--- src/rtl/hazard_control_unit_if.sv ---
// Signal bundle between the pipeline datapath and the hazard control unit.
// The master side is the datapath; the slave side is the hazard unit.
interface hazard_control_unit_if #(
  parameter int unsigned CNT_W = 16
);
  // Hazard sources observed in the pipeline
  logic             ID_EX_MemRead;
  logic [4:0]       ID_EX_RegisterRd;
  logic [4:0]       IF_ID_RegisterRn1;
  logic [4:0]       IF_ID_RegisterRm2;
  logic             IF_ID_UsesRm;
  logic             MEM_BranchTaken;
  logic             MEM_MemRequest;
  logic             MEM_MemReady;

  // Pipeline sequencing controls
  logic             PCWrite;
  logic             IF_ID_Write;
  logic             ID_EX_Write;
  logic             EX_MEM_Write;
  logic             ControlBubble;
  logic             IF_ID_Flush;
  logic             ID_EX_Flush;
  logic             EX_MEM_Flush;
  logic             MEM_WB_Bubble;
  logic             MemTimeout;
  logic [CNT_W-1:0] StallCycles;
  logic [CNT_W-1:0] LoadUseStalls;
  logic [CNT_W-1:0] FlushCount;

  modport master (
    output ID_EX_MemRead, ID_EX_RegisterRd, IF_ID_RegisterRn1, IF_ID_RegisterRm2,
           IF_ID_UsesRm, MEM_BranchTaken, MEM_MemRequest, MEM_MemReady,
    input  PCWrite, IF_ID_Write, ID_EX_Write, EX_MEM_Write, ControlBubble,
           IF_ID_Flush, ID_EX_Flush, EX_MEM_Flush, MEM_WB_Bubble, MemTimeout,
           StallCycles, LoadUseStalls, FlushCount
  );

  modport slave (
    input  ID_EX_MemRead, ID_EX_RegisterRd, IF_ID_RegisterRn1, IF_ID_RegisterRm2,
           IF_ID_UsesRm, MEM_BranchTaken, MEM_MemRequest, MEM_MemReady,
    output PCWrite, IF_ID_Write, ID_EX_Write, EX_MEM_Write, ControlBubble,
           IF_ID_Flush, ID_EX_Flush, EX_MEM_Flush, MEM_WB_Bubble, MemTimeout,
           StallCycles, LoadUseStalls, FlushCount
  );
endinterface

--- src/rtl/hazard_control_unit.sv ---
// Pipeline sequencing controller: load-use stalls, branch flushes, memory
// freeze with a timeout watchdog, and saturating stall/flush counters.
module hazard_control_unit #(
  parameter int unsigned CNT_W       = 16,
  parameter int unsigned MEM_TIMEOUT = 15,
  parameter int unsigned ZERO_REG    = 31
) (
  input logic                  clk,
  input logic                  reset,
  hazard_control_unit_if.slave hif
);

  localparam int unsigned WAIT_W   = $clog2(MEM_TIMEOUT + 1);
  localparam logic [4:0]  ZERO_IDX = 5'(ZERO_REG);
  localparam logic [WAIT_W-1:0] WAIT_LIMIT = WAIT_W'(MEM_TIMEOUT);

  typedef enum logic [1:0] {
    RUN      = 2'd0,
    MEM_WAIT = 2'd1,
    HALT     = 2'd2
  } state_t;

  state_t            state;
  logic [WAIT_W-1:0] waitCnt;
  logic              memTimeoutQ;
  logic [CNT_W-1:0]  stallCyclesQ;
  logic [CNT_W-1:0]  loadUseStallsQ;
  logic [CNT_W-1:0]  flushCountQ;

  logic memStall;
  logic loadUse;
  logic halted;
  logic loadUseStall;
  logic branchFlush;

  // Raw hazard conditions; XZR never produces a dependency
  assign memStall = hif.MEM_MemRequest & ~hif.MEM_MemReady;
  assign loadUse  = hif.ID_EX_MemRead
                  & (hif.ID_EX_RegisterRd != ZERO_IDX)
                  & ((hif.ID_EX_RegisterRd == hif.IF_ID_RegisterRn1)
                     | (hif.IF_ID_UsesRm & (hif.ID_EX_RegisterRd == hif.IF_ID_RegisterRm2)));

  assign halted       = (state == HALT);
  // Events that actually win priority this cycle
  assign loadUseStall = loadUse & ~memStall & ~hif.MEM_BranchTaken;
  assign branchFlush  = hif.MEM_BranchTaken & ~memStall;

  // Pipeline controls are combinational so the enables act in the same cycle
  always_comb begin
    hif.PCWrite       = 1'b1;
    hif.IF_ID_Write   = 1'b1;
    hif.ID_EX_Write   = 1'b1;
    hif.EX_MEM_Write  = 1'b1;
    hif.ControlBubble = 1'b0;
    hif.IF_ID_Flush   = 1'b0;
    hif.ID_EX_Flush   = 1'b0;
    hif.EX_MEM_Flush  = 1'b0;
    hif.MEM_WB_Bubble = 1'b0;

    if (reset || halted) begin
      hif.PCWrite       = 1'b0;
      hif.IF_ID_Write   = 1'b0;
      hif.ID_EX_Write   = 1'b0;
      hif.EX_MEM_Write  = 1'b0;
      hif.ControlBubble = 1'b1;
      hif.MEM_WB_Bubble = 1'b1;
    end else if (memStall) begin
      // Freeze everything up to MEM; a pending branch waits in MEM
      hif.PCWrite       = 1'b0;
      hif.IF_ID_Write   = 1'b0;
      hif.ID_EX_Write   = 1'b0;
      hif.EX_MEM_Write  = 1'b0;
      hif.MEM_WB_Bubble = 1'b1;
    end else if (hif.MEM_BranchTaken) begin
      hif.IF_ID_Flush   = 1'b1;
      hif.ID_EX_Flush   = 1'b1;
      hif.EX_MEM_Flush  = 1'b1;
    end else if (loadUse) begin
      hif.PCWrite       = 1'b0;
      hif.IF_ID_Write   = 1'b0;
      hif.ControlBubble = 1'b1;
    end
  end

  function automatic logic [CNT_W-1:0] satInc(input logic [CNT_W-1:0] v, input logic en);
    return (en && (v != {CNT_W{1'b1}})) ? v + CNT_W'(1) : v;
  endfunction

  // Sequencing FSM, memory watchdog and performance counters
  always_ff @(posedge clk or posedge reset) begin
    if (reset) begin
      state          <= RUN;
      waitCnt        <= '0;
      memTimeoutQ    <= 1'b0;
      stallCyclesQ   <= '0;
      loadUseStallsQ <= '0;
      flushCountQ    <= '0;
    end else begin
      unique case (state)
        RUN: begin
          if (memStall) begin
            state   <= MEM_WAIT;
            waitCnt <= WAIT_W'(1);
          end
        end
        MEM_WAIT: begin
          // Ready is checked first so it always beats the timeout
          if (hif.MEM_MemReady || !hif.MEM_MemRequest) begin
            state   <= RUN;
            waitCnt <= '0;
          end else if (waitCnt == WAIT_LIMIT) begin
            state       <= HALT;
            memTimeoutQ <= 1'b1;
          end else begin
            waitCnt <= waitCnt + WAIT_W'(1);
          end
        end
        HALT: begin
          state <= HALT;
        end
        default: begin
          state   <= RUN;
          waitCnt <= '0;
        end
      endcase

      if (!halted) begin
        stallCyclesQ   <= satInc(stallCyclesQ, memStall | loadUseStall);
        loadUseStallsQ <= satInc(loadUseStallsQ, loadUseStall);
        flushCountQ    <= satInc(flushCountQ, branchFlush);
      end
    end
  end

  assign hif.MemTimeout    = memTimeoutQ;
  assign hif.StallCycles   = stallCyclesQ;
  assign hif.LoadUseStalls = loadUseStallsQ;
  assign hif.FlushCount    = flushCountQ;

endmodule

--- src/flat_wrapper.sv ---
// flat-port wrapper written by rule: the top's interface ports become plain ports
module hazard_control_unit_flat 
#(
  parameter int unsigned CNT_W       = 16,
  parameter int unsigned MEM_TIMEOUT = 15,
  parameter int unsigned ZERO_REG    = 31
)
  (clk, reset, hif_ID_EX_MemRead, hif_ID_EX_RegisterRd, hif_IF_ID_RegisterRn1, hif_IF_ID_RegisterRm2, hif_IF_ID_UsesRm, hif_MEM_BranchTaken, hif_MEM_MemRequest, hif_MEM_MemReady, hif_PCWrite, hif_IF_ID_Write, hif_ID_EX_Write, hif_EX_MEM_Write, hif_ControlBubble, hif_IF_ID_Flush, hif_ID_EX_Flush, hif_EX_MEM_Flush, hif_MEM_WB_Bubble, hif_MemTimeout, hif_StallCycles, hif_LoadUseStalls, hif_FlushCount);
  hazard_control_unit_if #(.CNT_W(CNT_W)) hif_i ();
  input logic clk;
  input logic reset;
  input wire logic [$bits(hif_i.ID_EX_MemRead)-1:0] hif_ID_EX_MemRead;
  input wire logic [$bits(hif_i.ID_EX_RegisterRd)-1:0] hif_ID_EX_RegisterRd;
  input wire logic [$bits(hif_i.IF_ID_RegisterRn1)-1:0] hif_IF_ID_RegisterRn1;
  input wire logic [$bits(hif_i.IF_ID_RegisterRm2)-1:0] hif_IF_ID_RegisterRm2;
  input wire logic [$bits(hif_i.IF_ID_UsesRm)-1:0] hif_IF_ID_UsesRm;
  input wire logic [$bits(hif_i.MEM_BranchTaken)-1:0] hif_MEM_BranchTaken;
  input wire logic [$bits(hif_i.MEM_MemRequest)-1:0] hif_MEM_MemRequest;
  input wire logic [$bits(hif_i.MEM_MemReady)-1:0] hif_MEM_MemReady;
  output wire logic [$bits(hif_i.PCWrite)-1:0] hif_PCWrite;
  output wire logic [$bits(hif_i.IF_ID_Write)-1:0] hif_IF_ID_Write;
  output wire logic [$bits(hif_i.ID_EX_Write)-1:0] hif_ID_EX_Write;
  output wire logic [$bits(hif_i.EX_MEM_Write)-1:0] hif_EX_MEM_Write;
  output wire logic [$bits(hif_i.ControlBubble)-1:0] hif_ControlBubble;
  output wire logic [$bits(hif_i.IF_ID_Flush)-1:0] hif_IF_ID_Flush;
  output wire logic [$bits(hif_i.ID_EX_Flush)-1:0] hif_ID_EX_Flush;
  output wire logic [$bits(hif_i.EX_MEM_Flush)-1:0] hif_EX_MEM_Flush;
  output wire logic [$bits(hif_i.MEM_WB_Bubble)-1:0] hif_MEM_WB_Bubble;
  output wire logic [$bits(hif_i.MemTimeout)-1:0] hif_MemTimeout;
  output wire logic [$bits(hif_i.StallCycles)-1:0] hif_StallCycles;
  output wire logic [$bits(hif_i.LoadUseStalls)-1:0] hif_LoadUseStalls;
  output wire logic [$bits(hif_i.FlushCount)-1:0] hif_FlushCount;
  assign hif_i.ID_EX_MemRead = hif_ID_EX_MemRead;
  assign hif_i.ID_EX_RegisterRd = hif_ID_EX_RegisterRd;
  assign hif_i.IF_ID_RegisterRn1 = hif_IF_ID_RegisterRn1;
  assign hif_i.IF_ID_RegisterRm2 = hif_IF_ID_RegisterRm2;
  assign hif_i.IF_ID_UsesRm = hif_IF_ID_UsesRm;
  assign hif_i.MEM_BranchTaken = hif_MEM_BranchTaken;
  assign hif_i.MEM_MemRequest = hif_MEM_MemRequest;
  assign hif_i.MEM_MemReady = hif_MEM_MemReady;
  assign hif_PCWrite = hif_i.PCWrite;
  assign hif_IF_ID_Write = hif_i.IF_ID_Write;
  assign hif_ID_EX_Write = hif_i.ID_EX_Write;
  assign hif_EX_MEM_Write = hif_i.EX_MEM_Write;
  assign hif_ControlBubble = hif_i.ControlBubble;
  assign hif_IF_ID_Flush = hif_i.IF_ID_Flush;
  assign hif_ID_EX_Flush = hif_i.ID_EX_Flush;
  assign hif_EX_MEM_Flush = hif_i.EX_MEM_Flush;
  assign hif_MEM_WB_Bubble = hif_i.MEM_WB_Bubble;
  assign hif_MemTimeout = hif_i.MemTimeout;
  assign hif_StallCycles = hif_i.StallCycles;
  assign hif_LoadUseStalls = hif_i.LoadUseStalls;
  assign hif_FlushCount = hif_i.FlushCount;
  hazard_control_unit #(.CNT_W(CNT_W), .MEM_TIMEOUT(MEM_TIMEOUT), .ZERO_REG(ZERO_REG)) u_core (.clk(clk), .reset(reset), .hif(hif_i));
endmodule
--- config.mk ---
export PLATFORM = sky130hd
export DESIGN_NAME = hazard_control_unit_flat
export DESIGN_NICKNAME = d
export VERILOG_FILES = /design/src/rtl/hazard_control_unit_if.sv /design/src/rtl/hazard_control_unit.sv /design/src/flat_wrapper.sv
export SDC_FILE = /design/constraint.sdc
export NUM_CORES = 1
export LEC_CHECK = 0
export CORE_ASPECT_RATIO = 0.5
export CORE_MARGIN = 2
export CORE_UTILIZATION = 45
export CTS_BUF_LIST = sky130_fd_sc_hd__clkbuf_8
export CTS_CLUSTER_DIAMETER = 150
export DETAILED_ROUTE_END_ITERATION = 16
export PLACE_DENSITY = 0.76
export SLEW_MARGIN = 25
export SYNTH_ARGS = -nofsm -noshare
export SYNTH_HDL_FRONTEND = slang
export SYNTH_SLANG_ARGS = --single-unit
--- constraint.sdc ---
create_clock -name clk -period 2.1 [get_ports clk]
set_clock_uncertainty 0.05 [all_clocks]
set_input_delay 0.21 -clock clk [delete_from_list [all_inputs] [get_ports clk]]
set_output_delay 0.21 -clock clk [all_outputs]
set_load 0.03 [all_outputs]
### Word level (Yosys, flattened, before mapping)

Index checks and enable logic that the tools add are counted.

* add/subtract/negate cells: 4
* multipliers: 0
* divide/modulo/power cells: 0
* magnitude comparators: 0
* equal/unequal tests: 12
* shifts and indexed selects: 0
* muxes and demuxes: 23
* bitwise operators: 14
* reductions and logical operators: 13

Operators with widths (number)
* $add 16x1->16 const B: 3
* $ne 16x16->1 const B: 3
* $mux 1: 15
* $mux 4: 3
* $pmux 4 s3: 1
* $eq 5x5->1: 2
* $reduce_and 2->1: 4
* $and 1x1->1: 7
* $mux 2: 3
* $pmux 2 s3: 1
* $reduce_and 3->1: 2
* $ne 5x5->1 const B: 1
* $not 1->1: 5
* $add 4x1->4 const B: 1
* $eq 4x4->1 const B: 1
* $logic_and 1x1->1: 3
* $ne 3x1->1 const B: 1
* $ne 3x2->1 const B: 1
* $eq 2x1->1 const B: 1
* $eq 2x2->1 const B: 1
* $logic_not 2->1: 1
* $logic_or 1x1->1: 2
* $ne 2x1->1 const B: 1
* $or 1x1->1: 2
* $logic_not 1->1: 1

* register bits: 55
* bits in latches: 0
* bits in writable memories: 0
* ROM bits: 0
* bits of input ports: 22
* output and inout bits: 58
* word-level logic and storage cells: 72
* memories kept: 0

### Logic depth before layout (Yosys ltp)

Gate-level depths: netlist of run 1.

* depth in word-level cells: 9
* depth in mapped cells: 9
* depth with buffers taken out: 7

### Least setup slack after synthesis of run 1

OpenSTA, ideal clock, no wires.

* path type: register to output
* start: register u_core.state[1]
* end: output hif_PCWrite
* data arrival time: 2.612 ns
* required time: 1.840 ns
* path slack: -0.772 ns
* cell stages (with the launch flop): 6
* buffers on the path: 1
* cell sequence: dfrtp_1 -> nor2b_1 -> nor3_1 -> inv_1 -> a21oi_1 -> buf_4

* longest elaborated chain between the ends: 3

RTL lines
* from (decl): line hazard_control_unit.sv:23 `state_t state;`
* from (signal assigned): line hazard_control_unit.sv:92 `state <= RUN;`
* from (signal assigned): line hazard_control_unit.sv:102 `state <= MEM_WAIT;`
* from (signal assigned): line hazard_control_unit.sv:109 `state <= RUN;`
* $eq 2x2->1: line hazard_control_unit.sv:43 `assign halted = (state == HALT);`
* $logic_or 1x1->1: line hazard_control_unit.sv:60 `if (reset || halted) begin`
* $mux 1
* to (decl): line flat_wrapper.sv:20 `output wire logic [$bits(hif_i.PCWrite)-1:0] hif_PCWrite;`

No other way between the ends.

### Final worst setup path of run 1

* start: input hif_IF_ID_RegisterRn1[1]
* end: output hif_ControlBubble

* longest elaborated chain between the ends: 7

RTL lines
* from (decl): line flat_wrapper.sv:14 `input wire logic [$bits(hif_i.IF_ID_RegisterRn1)-1:0] hif_IF_ID_RegisterRn1;`
* $eq 5x5->1: line hazard_control_unit.sv:40 `& ((hif.ID_EX_RegisterRd == hif.IF_ID_RegisterRn1)`
* $or 1x1->1: line hazard_control_unit.sv:41 `| (hif.IF_ID_UsesRm & (hif.ID_EX_RegisterRd == hif.IF_ID_RegisterRm2)));`
* $and 1x1->1: line hazard_control_unit.sv:40
* $mux 1: line hazard_control_unit.sv:78 `end else if (loadUse) begin`
* $mux 1: line hazard_control_unit.sv:74 `end else if (hif.MEM_BranchTaken) begin`
* $mux 1: line hazard_control_unit.sv:67 `end else if (memStall) begin`
* $mux 1: line hazard_control_unit.sv:60
* to (decl): line flat_wrapper.sv:24 `output wire logic [$bits(hif_i.ControlBubble)-1:0] hif_ControlBubble;`

No other way between the ends.

==> results of run 1 <==
## cell usage after synthesis, types with 4 or more instances
library cell	count	area [um2]
and2_1	4	25.0
and3_1	5	31.3
and4_1	6	52.6
buf_4	6	45.0
dfrtp_1	55	1380
ha_1	4	50.1
inv_1	4	15.0
mux2_2	4	45.0
nand2_1	26	97.6
nand3_1	20	100
nand3_2	5	50.1
nand4_1	13	81.3
nor2_1	8	30.0
nor3_1	8	40.0
nor4_1	5	31.3
xnor2_1	36	315
xor2_1	18	158
## stage by stage
stage | setup WS, ns | TNS [ns] | instances | cell area, um2 | utilization, %
global placement | -0.0886 | -0.967 | 446 | 3920 | 63.6
floorplan | -0.136 | -0.136 | 265 | 2930 | -
CTS | 0.0114 | 0 | 454 | 4040 | 65.6
finish | 0.0886 | 0 | 454 | 4100 | 66.5
global route | -0.0108 | -0.0108 | 454 | 4100 | 66.5
detailed placement | -0.154 | -2.17 | 446 | 3920 | 63.6
## report_power, final
group | total (mW) | switching, mW | internal [mW]
logic | 0.918 | 0.491 | 0.427
clock network | 0.604 | 0.344 | 0.260
registers | 1.30 | 0.131 | 1.17
## routing by layer
layer  GRT usage, %  up-vias
met5              0        -
met1           23.4     1145
li1               -     1129
met4           6.71        0
met3           3.38        9
met2           36.4       38
## cells by family (layout without fill, tap and decap cells)
kind of cell,count (synthesis),after routing,synth area share (%)
XOR/XNOR,55,55,16.8
buffers and inverters,15,116,3.65
AND/OR/NAND/NOR,117,117,23.7
flip-flops,55,55,47.3
multiplexers,5,5,1.89
adder cells (fa/ha/maj),4,4,1.72
AO/OA/AOI/OAI,14,14,4.98
## final timing paths
kind | start | end
max | hif_IF_ID_RegisterRn1[1] | hif_ControlBubble
min | u_core.hif.MemTimeout$_DFFE_PP0P_ | u_core.hif.MemTimeout$_DFFE_PP0P_
max reg2reg | u_core.hif.StallCycles[0]$_DFFE_PP0P_ | u_core.hif.StallCycles[9]$_DFFE_PP0P_
min reg2reg | u_core.hif.MemTimeout$_DFFE_PP0P_ | u_core.hif.MemTimeout$_DFFE_PP0P_
max in group asynchronous | reset | u_core.hif.StallCycles[5]$_DFFE_PP0P_
min in group asynchronous | reset | u_core.hif.LoadUseStalls[8]$_DFFE_PP0P_
## flip-flops by register name (all words and copies together), names as in the netlist
register,cells
u_core.hif.FlushCount,16
u_core.hif.StallCycles,16
u_core.hif.MemTimeout,1
u_core.state,2
u_core.hif.LoadUseStalls,16
u_core.waitCnt,4
## cell usage in the layout, fill, tap and decap left out, types with 6 or more instances in the layout
cell	n
nor3_1	7
nand4_1	13
clkdlybuf4s50_1	63
nor2_1	8
and4_1	6
nand3_1	19
dlymetal6s2s_1	6
xor2_1	18
dfrtp_1	55
clkbuf_8	6
xnor2_2	8
nand3_2	6
xnor2_1	29
buf_4	29
nand2_1	26
## critical path, cell delays in order
cell	delay (ns)
clkdlybuf4s50_1	0.45
xnor2_2	0.20
nand3_2	0.10
o22ai_2	0.18
nand2_1	0.09
buf_6	0.13
o211ai_1	0.20
buf_4	0.20
## what timing repair did
action | 4_1_cts | 5_1_grt
pin swaps | 5 | 7
hold buffers | 0 | 0
setup endpoints to repair | 1 | 5
cloned | 0 | 0
gates resized for setup | 7 | 13
setup buffers | 1 | 0
## area by class of cell
| class | instances | share of cell area, % |
|---|---|---|
| multi-input cells | 195 | 36.5 |
| flip-flops and latches | 55 | 33.6 |
| repair buffers | 105 | 24.6 |
| well taps | 88 | 2.69 |
| clock buffers | 6 | 2.02 |
| inverters | 4 | 0.458 |
| clock inverters | 1 | 0.122 |
==> qor.yml, run 1 <==
grt:
  grt_overflow: 0
  antenna_found_initial: 0
  grt_start_max_net_pins: 56
  grt_first_pass_wirelength_um: 10900
  grt_usage_pct: 19.3
  grt_pass1_vias: 2351
finish:
  multi_input_area_um2: 1500
  fin_nets: 392
  seq_area_um2: 1380
  drive_gt1_share_pct: 21.3
  area_delta_synth_final_pct: 40.6
  diodes: 0
  fill_cells: 481
yosys:
  synth_cells: 265
  ys_async_sr_fraction_pct: 100
  ys_types: 44
  ys_seq_area_share_pct: 47.3
  netlist_area_um2: 2910
  synth_ff_type: "dfrtp_1"
  yosys_warnings: 0
  synth_edf_count: 0
  synth-seq-cells: 55
  syn-num-nets: 291
  synth_area_per_cell_um2: 11.0
worst_setup_path:
  worst_setup_path_start_kind: "primary input"
  critical_path_class: "in2out"
  cp.arrival_ns: 1.75
  cp_max_fo: 2
  cp.required_ns: 1.84
  rrSetupSlack_ns: 0.16
  reg2reg_depth: 8
  cp-end-kind: "primary output"
timing:
  period_share_pct: 95.8
  worst_slew_pin_slew_ns: 0.688
  hold_viol: 0
  hold_slack_ns: 0.424
  slew_violations: 0
  slew_headroom_pct: 54.1
  fmax_mhz: 497
  period_minus_slack_ns: 2.01
  setup_viol: 0
job:
  drv_cap: 0
clock_network:
  cts_sinks: 55
  cts_tree: "done"
  clkTransAtPathRegs_ns: 0.09
  clock-root-buffer: "clkbuf_8"
  htree_levels: 2
  cts_made_buffers: 5
  clk_latency_ns: 0.31
  ctsLongestPathBuffers: 2
detailed_routing:
  dr_wl_met2_um: 3570
  ant_nets: 0
  first_pass_iters: 4
  drt-initial-drc-count: 118
  routed_wl_um: 6670
  drt-wirelength-per-cell_um: 14.7
  wl_met3_um: 165
  topRoutingLayerUsed: "met4"
  met1_length_um: 2840
  vias: 2321
  drc: 0
  viasPerCell: 5.11
power:
  p_leak_nw: 1.84
  power_mw: 2.82
  ir_drop_v: 0.000681
  powerDensity_nw_per_um2: 689
status:
  status: "finished clean"
die:
  die_y_um: 60.9
  io_pins: 80
  die_area_um2: 7170
  die_x_um: 118
  start_util_pct: 47.3
  rows: 20
  core_area_um2: 6160
hold_path:
  hold_class: "reg2reg"
  hold_depth: 1
place:
  port_buffers: 79
  dp_hpwl_um: 5030
  gp_congestion: 0.767
Power figures use the tool's default switching activity.
==> inputs of run 2 (changes only) <==
--- a/config.mk
+++ b/config.mk
@@ -11,6 +11,8 @@
 export CTS_BUF_LIST = sky130_fd_sc_hd__clkbuf_8
 export CTS_CLUSTER_DIAMETER = 150
 export DETAILED_ROUTE_END_ITERATION = 16
+export GPL_ROUTABILITY_DRIVEN = 0
+export MAX_ROUTING_LAYER = met4
 export PLACE_DENSITY = 0.76
 export SLEW_MARGIN = 25
 export SYNTH_ARGS = -nofsm -noshare
==> run 2 against run 1 <==
Net effect: final cell count is the same; highest routed layer unchanged; setup slack is essentially flat; final area is the same; non-clock buffer count is the same; critical endpoint unchanged; register-to-register slack is essentially flat; largest cell class unchanged; global-route usage grew 0.70 points; sequential power is essentially flat.
==> qor.yml, run 2 (synthesis gave the netlist of run 1 again) <==
timing:
  setup_viol: 0
  hold_slack_ns: 0.427
  slew_violations: 0
  period_share_pct: 95.8
  hold_viol: 0
  slew_headroom_pct: 53.6
  period_minus_slack_ns: 2.01
  worst_slew_pin_slew_ns: 0.695
  fmax_mhz: 497
die:
  core_area_um2: 6160
  io_pins: 80
  die_x_um: 118
  rows: 20
  start_util_pct: 47.3
  die_area_um2: 7170
  die_y_um: 60.9
worst_setup_path:
  cp_max_fo: 2
  cp.required_ns: 1.84
  critical_path_class: "in2out"
  max_stage_delay_ns: 0.45
  reg2reg_from: "u_core.hif.StallCycles[0]$_DFFE_PP0P_"
  cp-startpoint: "hif_IF_ID_RegisterRn1[1]"
  cp.arrival_ns: 1.75
  crit_chain: "clkdlybuf4s50_1 -> xnor2_2 -> nand3_2 -> o22ai_2 -> nand2_1 -> buf_6 -> o211ai_1 -> buf_4"
  slowest_stage: "clkdlybuf4s50_1"
  cp-end-kind: "primary output"
  worst-path-buf-inv: 3
  critPathTopFamily: "buffers and inverters"
  worst_setup_path_start_kind: "primary input"
finish:
  diodes: 0
  final_area_um2: 4100
  area_delta_synth_final_pct: 40.6
  stdcell_count: 454
  fin_nets: 392
  fill_cells: 481
  layout_commonest_cell: "clkdlybuf4s50_1"
  drive_gt1_share_pct: 21.3
  final_cell_mix: "clkdlybuf4s50_1 (63), dfrtp_1 (55), xnor2_1 (29), buf_4 (29), nand2_1 (26)"
detailed_routing:
  ant_nets: 0
  viasPerCell: 5.10
  drc: 0
  drt-wirelength-per-cell_um: 14.7
  vias: 2316
  routed_wl_um: 6670
  first_pass_iters: 4
  drt-initial-drc-count: 134
grt:
  grt_first_pass_wirelength_um: 11000
  grt_usage_pct: 20.0
  grt_pass1_vias: 2349
  grt_start_max_net_pins: 56
  antenna_found_initial: 0
  grt_overflow: 0
clock_network:
  htree_levels: 2
  cts_made_buffers: 5
  cts_sinks: 55
  ctsLongestPathBuffers: 2
  clk_latency_ns: 0.31
  clkTransAtPathRegs_ns: 0.09
  clock-root-buffer: "clkbuf_8"
  cts_tree: "done"
place:
  place_inst: 446
  port_buffers: 79
  place_area_um2: 3920
  dp_hpwl_um: 5030
hold_path:
  min-delay-start: "u_core.hif.MemTimeout$_DFFE_PP0P_"
  hold_class: "reg2reg"
power:
  powerDensity_nw_per_um2: 688
  ir_drop_v: 0.000681
  p_leak_nw: 1.84
job:
  drv_cap: 0
status:
  status: "finished clean"
## run 2: cell counts in the layout (fill, tap and decap cells not counted)
Identical to the previous run, type by type.
## run 2: power by group
group          total, mW  internal (mW)  switching [mW]
registers           1.30           1.17           0.131
clock network      0.599          0.260           0.339
logic              0.918          0.427           0.491
total               2.82           1.86           0.961
## run 2: what timing repair did
| item | in CTS | in global routing |
|---|---|---|
| pin swaps | 5 | 7 |
| setup buffers | 1 | 0 |
| cloned | 0 | 0 |
| endpoints found under the setup margin | 1 | 6 |
| hold endpoints to repair | 0 | 0 |
| gates resized for setup | 7 | 13 |
| hold buffers | 0 | 0 |
## run 2: worst reg2reg max path: stages (launching register included)
cell and delay, ns:
dfrtp_1 0.39, ha_1 0.21, and3_2 0.25, nand3_1 0.12
o221ai_2 0.09, o21ba_4 0.31, buf_12 0.13, nand4_1 0.12
xnor2_1 0.16
## run 2: area by class of cell
type	instances	area [um2]	area share (%)
multi-input combinational	195	1500	36.5
clock inverter	1	5.00	0.122
timing repair buffer	105	1010	24.6
tap	88	110	2.69
sequential	55	1380	33.6
inverter	4	18.8	0.458
clock buffer	6	82.6	2.02
## run 2: final timing paths
kind,endpoint,slack [ns],depth (start not counted)
worst min register to register,u_core.hif.MemTimeout$_DFFE_PP0P_,0.43,1
worst max register to register,u_core.hif.StallCycles[9]$_DFFE_PP0P_,0.16,8
worst max-delay path,hif_ControlBubble,0.09,8
worst min-delay path,u_core.hif.MemTimeout$_DFFE_PP0P_,0.43,1
max in group asynchronous,u_core.hif.FlushCount[7]$_DFFE_PP0P_,1.07,3
min in group asynchronous,u_core.hif.LoadUseStalls[8]$_DFFE_PP0P_,0.47,3
## run 2: per-layer routing
metal | vias up | part of all wire, % | global-route usage [%]
met5 | - | 0 | -
met4 | 0 | 1.5 | 6.71
met3 | 9 | 2.1 | 3.20
met2 | 34 | 54 | 36.4
met1 | 1147 | 42 | 23.6
li1 | 1126 | - | -
## run 2: per-stage QoR
stage               TNS [ns]  setup slack [ns]  utilization, %  power [mW]
CTS                        0            0.0114            65.6        2.84
detailed placement     -2.17            -0.154            63.6        2.23
global placement      -0.967           -0.0886            63.6        2.19
finish                     0            0.0891            66.5        2.82
global route         -0.0108           -0.0108            66.5        2.98
floorplan             -0.136            -0.136               -        1.81
